`src/rtl/ps2_rx_fifo.sv`:
```
// PS/2 keyboard receiver: synchronised frame decoder with E0/F0 prefix folding into a key-event FIFO.
// Optional build macro PS2_PARITY_CHECK_EN enables odd-parity rejection of received frames.
module ps2_rx_fifo #(
  parameter int FIFO_DEPTH     = 8,
  parameter int TIMEOUT_CYCLES = 50000,
  parameter int SYNC_STAGES    = 2
) (
  input  logic                         Clock_50,
  input  logic                         Resetn,
  input  logic                         PS2_clock,
  input  logic                         PS2_data,
  input  logic                         Key_pop,
  output logic                         Key_valid,
  output logic [7:0]                   Key_code,
  output logic                         Key_extended,
  output logic                         Key_break,
  output logic [$clog2(FIFO_DEPTH):0]  Key_count,
  output logic                         Frame_error,
  output logic                         Overflow,
  output logic [7:0]                   Error_count
);

  localparam int AW = $clog2(FIFO_DEPTH);
  localparam int CW = AW + 1;
  localparam int TW = $clog2(TIMEOUT_CYCLES + 1);
`ifdef PS2_PARITY_CHECK_EN
  localparam logic PARITY_CHECK = 1'b1;
`else
  localparam logic PARITY_CHECK = 1'b0;
`endif

  typedef enum logic [1:0] {IDLE, DATA, PARITY, STOP} state_e;

  state_e                 state_q, state_d;
  logic [SYNC_STAGES-1:0] clk_sync_q, dat_sync_q;
  logic                   clk_prev_q;
  logic [2:0]             bit_cnt_q, bit_cnt_d;
  logic [8:0]             shift_q, shift_d;
  logic [TW-1:0]          to_cnt_q, to_cnt_d;
  logic                   done_q, done_d;
  logic                   err_d;
  logic                   ext_q, brk_q;
  logic [AW-1:0]          wptr_q, rptr_q;
  logic [CW-1:0]          count_q;
  logic                   ovf_q, frame_err_q;
  logic [7:0]             err_cnt_q;
  logic [9:0]             mem_q [FIFO_DEPTH];

  logic fall, bit_in, parity_ok, is_e0, is_f0, push, pop, full, wr_en;
  logic [9:0] head;

  always_ff @(posedge Clock_50 or negedge Resetn) begin
    if (!Resetn) begin
      clk_sync_q <= '1;
      dat_sync_q <= '1;
      clk_prev_q <= 1'b1;
    end else begin
      clk_sync_q <= {clk_sync_q[SYNC_STAGES-2:0], PS2_clock};
      dat_sync_q <= {dat_sync_q[SYNC_STAGES-2:0], PS2_data};
      clk_prev_q <= clk_sync_q[SYNC_STAGES-1];
    end
  end

  assign fall   = clk_prev_q & ~clk_sync_q[SYNC_STAGES-1];
  assign bit_in = dat_sync_q[SYNC_STAGES-1];
  // shift_q holds {parity, data[7:0]} once the parity bit has been shifted in
  assign parity_ok = (^shift_q) | ~PARITY_CHECK;

  always_comb begin
    state_d   = state_q;
    bit_cnt_d = bit_cnt_q;
    shift_d   = shift_q;
    to_cnt_d  = '0;
    done_d    = 1'b0;
    err_d     = 1'b0;
    case (state_q)
      IDLE: if (fall && !bit_in) begin
        state_d   = DATA;
        bit_cnt_d = '0;
      end
      DATA: if (fall) begin
        shift_d   = {bit_in, shift_q[8:1]};
        bit_cnt_d = bit_cnt_q + 3'd1;
        if (bit_cnt_q == 3'd7) state_d = PARITY;
      end
      PARITY: if (fall) begin
        shift_d = {bit_in, shift_q[8:1]};
        state_d = STOP;
      end
      STOP: if (fall) begin
        state_d = IDLE;
        if (bit_in && parity_ok) done_d = 1'b1;
        else                     err_d  = 1'b1;
      end
      default: state_d = IDLE;
    endcase
    if (state_q != IDLE && !fall) begin
      if (to_cnt_q == TW'(TIMEOUT_CYCLES - 1)) begin
        state_d = IDLE;
        err_d   = 1'b1;
      end else begin
        to_cnt_d = to_cnt_q + TW'(1);
      end
    end
  end

  always_ff @(posedge Clock_50 or negedge Resetn) begin
    if (!Resetn) begin
      state_q     <= IDLE;
      bit_cnt_q   <= '0;
      shift_q     <= '0;
      to_cnt_q    <= '0;
      done_q      <= 1'b0;
      frame_err_q <= 1'b0;
      err_cnt_q   <= '0;
    end else begin
      state_q     <= state_d;
      bit_cnt_q   <= bit_cnt_d;
      shift_q     <= shift_d;
      to_cnt_q    <= to_cnt_d;
      done_q      <= done_d;
      frame_err_q <= err_d;
      if (err_d && err_cnt_q != 8'hFF) err_cnt_q <= err_cnt_q + 8'd1;
    end
  end

  // the accepted byte stays in shift_q during the push cycle; IDLE never shifts
  assign is_e0 = shift_q[7:0] == 8'hE0;
  assign is_f0 = shift_q[7:0] == 8'hF0;
  assign push  = done_q & ~is_e0 & ~is_f0;
  assign pop   = Key_pop & Key_valid;
  assign full  = count_q == CW'(FIFO_DEPTH);
  assign wr_en = push & (~full | pop);

  always_ff @(posedge Clock_50 or negedge Resetn) begin
    if (!Resetn) begin
      ext_q   <= 1'b0;
      brk_q   <= 1'b0;
      wptr_q  <= '0;
      rptr_q  <= '0;
      count_q <= '0;
      ovf_q   <= 1'b0;
    end else begin
      if (err_d) begin
        ext_q <= 1'b0;
        brk_q <= 1'b0;
      end else if (done_q) begin
        if (is_e0)      ext_q <= 1'b1;
        else if (is_f0) brk_q <= 1'b1;
        else begin
          ext_q <= 1'b0;
          brk_q <= 1'b0;
        end
      end
      if (wr_en) wptr_q <= wptr_q + AW'(1);
      if (pop)   rptr_q <= rptr_q + AW'(1);
      case ({wr_en, pop})
        2'b10:   count_q <= count_q + CW'(1);
        2'b01:   count_q <= count_q - CW'(1);
        default: count_q <= count_q;
      endcase
      if (push && full && !pop) ovf_q <= 1'b1;
    end
  end

  always_ff @(posedge Clock_50) begin
    if (wr_en) mem_q[wptr_q] <= {ext_q, brk_q, shift_q[7:0]};
  end

  assign head         = mem_q[rptr_q];
  assign Key_valid    = count_q != '0;
  assign Key_code     = Key_valid ? head[7:0] : '0;
  assign Key_break    = Key_valid & head[8];
  assign Key_extended = Key_valid & head[9];
  assign Key_count    = count_q;
  assign Frame_error  = frame_err_q;
  assign Overflow     = ovf_q;
  assign Error_count  = err_cnt_q;

endmodule
```
`config.mk`:
```
export PLATFORM = sky130hd
export DESIGN_NAME = ps2_rx_fifo
export DESIGN_NICKNAME = d
export VERILOG_FILES = /design/src/rtl/ps2_rx_fifo.sv
export SDC_FILE = /design/constraint.sdc
export NUM_CORES = 1
export LEC_CHECK = 0
export CAP_MARGIN = 20
export CORE_MARGIN = 4
export CORE_UTILIZATION = 25
export CTS_CLUSTER_DIAMETER = 60
export DETAILED_ROUTE_END_ITERATION = 12
export PLACE_DENSITY = 0.36
export SYNTH_ARGS = -nofsm -noshare
export SYNTH_HDL_FRONTEND = slang
export SYNTH_SLANG_ARGS = --single-unit
```
`constraint.sdc`:
```
create_clock -name Clock_50 -period 2.55 [get_ports Clock_50]
set_input_delay 0.51 -clock Clock_50 [delete_from_list [all_inputs] [get_ports Clock_50]]
set_output_delay 0.51 -clock Clock_50 [all_outputs]
set_load 0.005 [all_outputs]
```
==> results.toml <==
[clock_tree]
htreeDepth = 4
cts_tree = "done"
clkTransAtPathRegs_ns = 0.06
cts_made_buffers = 17
cts.path.max_buffers = 2
clock-sinks = 138
root_buffer = "clkbuf_16"
clkLatencyLatePin_ns = 0.42

[sta]
worstMarginPinSlew_ns = 0.692
max_freq_mhz = 407
setup_viol = 0
rsz0062_at_grt = "yes"
timing.final.crit_period_ns = 2.46
report.final.hold_viol_count = 0
finClkSkew_ns = 0.00824
slew_headroom = 0.539
post-route-period-util = 0.965
drv_slew = 0

[worst_setup_path]
crit_top_cell = "buf_12"
slowest_stage = "dfrtp_2"
r2r-start = "shift_q[6]"
crit_family = "multiplexers"
cpPeakStageDelay_ns = 0.43
cp-startpoint = "rptr_q[0]"
end_kind = "output port"
reg2reg_slack_ns = 0.34
path_cells = "buf_12 -> buf_12 -> buf_8 -> mux4_2 -> mux2i_1 -> nor2_1 -> buf_2"
worstSetupPathType = "reg -> out"
crit_buf_inv = 4
required_ns = 2.04
path_max_fanout = 7
startpoint_type = "flip-flop"
crit_arrival_ns = 1.95

[detailed_routing]
num_vias = 3323
viasPerCell = 4.29
drt_iter0_markers = 228
drcViolationCount = 0
detail_route.wl_per_cell_um = 16.6
wl_mm = 12.8
drtAntennaViolNets = 0
dr.pass1.iters = 4

[synth]
ys_warn_count = 0
synth_area_per_cell_um2 = 15.4
synthArstFlopShare = 0.420
synth_edf_count = 80
yosysTopAreaCell = "edfxtp_1"
synthesis.nets = 396
yosysSeqAreaShare = 0.658
synthTopCellsByArea = "edfxtp_1 (41%), dfrtp_1 (23%), mux4_2 (7.7%), xnor2_1 (2.5%), ha_1 (2.3%)"
syn_area_um2 = 5870
synth_seq_cells = 138
synthFlopType = "edfxtp_1"
syn_inst = 380
synth_top_area_share = 0.409
ys_types = 56

[layout]
fillers = 2275
final_core_util = 0.323
syn2layout_area_growth_pct = 25.6
layoutNonFillerInstCount = 774
antenna_cells = 0
drive_gt1_frac = 0.278
nets = 464

[global_routing]
antenna_found_initial = 0
grt_pass1_vias = 3532
grt.overflow.total = 0
grt_max_degree = 30
grt_usage = 0.103
grt_pass1_wl_mm = 20.3

[placed_design]
place_inst = 734
routabilityCongestion = 0.694
place_hpwl_mm = 8.28
port_buffers = 29

[floorplanning]
dieArea_um2 = 26000
start_util = 0.257
row_count = 55
ioPinCount = 30
dieWidth_um = 161
die_h_um = 161
core_um2 = 22800

[pwr]
power_density_nw_per_um2 = 967
p_leak_uw = 0.00271
vdd_drop_max_mv = 0.298

[hold_path]
hp-class = "in -> async"

[job]
cap_violations = 0

[outcome]
outcome = "complete, no violations"
==> state kept, by name, indices dropped and copies added, names as in the netlist <==
name         count
ext_q            1
to_cnt_q        16
Overflow         1
clk_sync_q       2
done_q           1
wptr_q           3
Error_count      8
rptr_q           3
bit_cnt_q        3
state_q          2
dat_sync_q       2
Frame_error      1
Key_count        4
mem_q           80
brk_q            1
shift_q          9
clk_prev_q       1
==> layer usage <==
metal | wire [um] | vias to the layer above | part of all wire | GRT usage
met2 | 6220 | 57 | 0.48 | 0.167
met5 | 0 | - | 0 | 0
li1 | - | 1577 | - | -
met3 | 558 | 12 | 0.044 | 0.0352
met4 | 149 | 0 | 0.012 | 0.0310
met1 | 5900 | 1677 | 0.46 | 0.131
==> final timing paths <==
kind	cells past startpoint	end
worst max-delay path	7	Key_code[6]
worst min-delay path	1	Error_count[4]
worst max register to register	8	Key_count[2]
worst min register to register	0	clk_sync_q[1]
max in group asynchronous	2	rptr_q[0]
min in group Clock_50	0	clk_sync_q[1]
==> synth_stat cells, drive strengths merged, types with 4 or more instances <==
cell type,n
mux4,20
mux2i,12
nor2,37
and3,5
inv,8
ha,11
nand2,18
a21oi,10
edfxtp,80
xor2,7
nor3,10
nor3b,5
dfstp,5
nand4,5
nand2b,5
buf,7
dfrtp,53
xnor2,17
o21ai,7
mux2,12
clkbuf,4
nand3,14
==> timing repair <==
action                                  in CTS  in global routing
hold buffers                                 0                  0
gates resized for setup                     36                 10
endpoints found under the hold margin        0                  0
cloned                                       1                  0
setup buffers                                4                  3
endpoints found under the setup margin      10                  8
pin swaps                                    1                  0
==> cell families after synthesis <==
family,share of synthesized area
DFF,0.658
and+or+nand+nor,0.110
muxes,0.121
AOI/OAI and AO/OA,0.0382
xor gates and xnor gates,0.0358
buffers and inverters,0.0143
adders and majority gates,0.0234
==> power by group <==
| group | switching, uW | total [uW] | internal, uW | leakage [uW] |
|---|---|---|---|---|
| logic | 803 | 1850 | 1050 | 0.000949 |
| registers | 230 | 2820 | 2590 | 0.00148 |
| clock network | 998 | 2460 | 1460 | 0.000283 |
==> cells in the final DEF (no fill, tap or decap), types with 3 or more instances in the layout <==
cell and instances:
a21oi_1 8, and3_1 5, buf_12 4, buf_2 6
buf_4 22, buf_6 3, clkbuf_16 17, clkbuf_2 4
clkdlybuf4s50_1 18, clkinv_4 5, dfrtp_1 52, dfstp_2 5
edfxtp_1 80, ha_1 11, inv_1 7, inv_6 5
mux2_2 10, mux2i_1 10, mux4_2 20, nand2_1 17
nand2b_1 5, nand3_1 13, nand4_1 3, nor2_1 36
nor3_1 10, nor3b_1 5, o21ai_0 6, xnor2_1 17
xor2_1 7
==> per-stage QoR <==
step	power, uW	setup TNS (ns)	setup WS [ns]	hold WS, ns	cell area (um2)
global route	7540	-0.0773	-0.0317	0.175	7370
CTS	7250	-0.0665	-0.0665	0.147	7360
detailed placement	4640	0	0.173	0.347	6690
finish	7130	0	0.0901	0.134	7370
floorplan	3820	0	0.212	0.214	5870
global placement	4610	0	0.181	0.346	6690
==> final cells by class <==
| cell class | count | area [um2] | area share |
|---|---|---|---|
| clock buffers | 17 | 425 | 0.0577 |
| clock inverters | 15 | 166 | 0.0226 |
| inverters | 8 | 30.0 | 0.00407 |
| multi-input cells | 223 | 1930 | 0.262 |
| flip-flops and latches | 138 | 3860 | 0.524 |
| well taps | 313 | 392 | 0.0531 |
| repair buffers | 60 | 562 | 0.0762 |
Power figures use the tool's default switching activity.
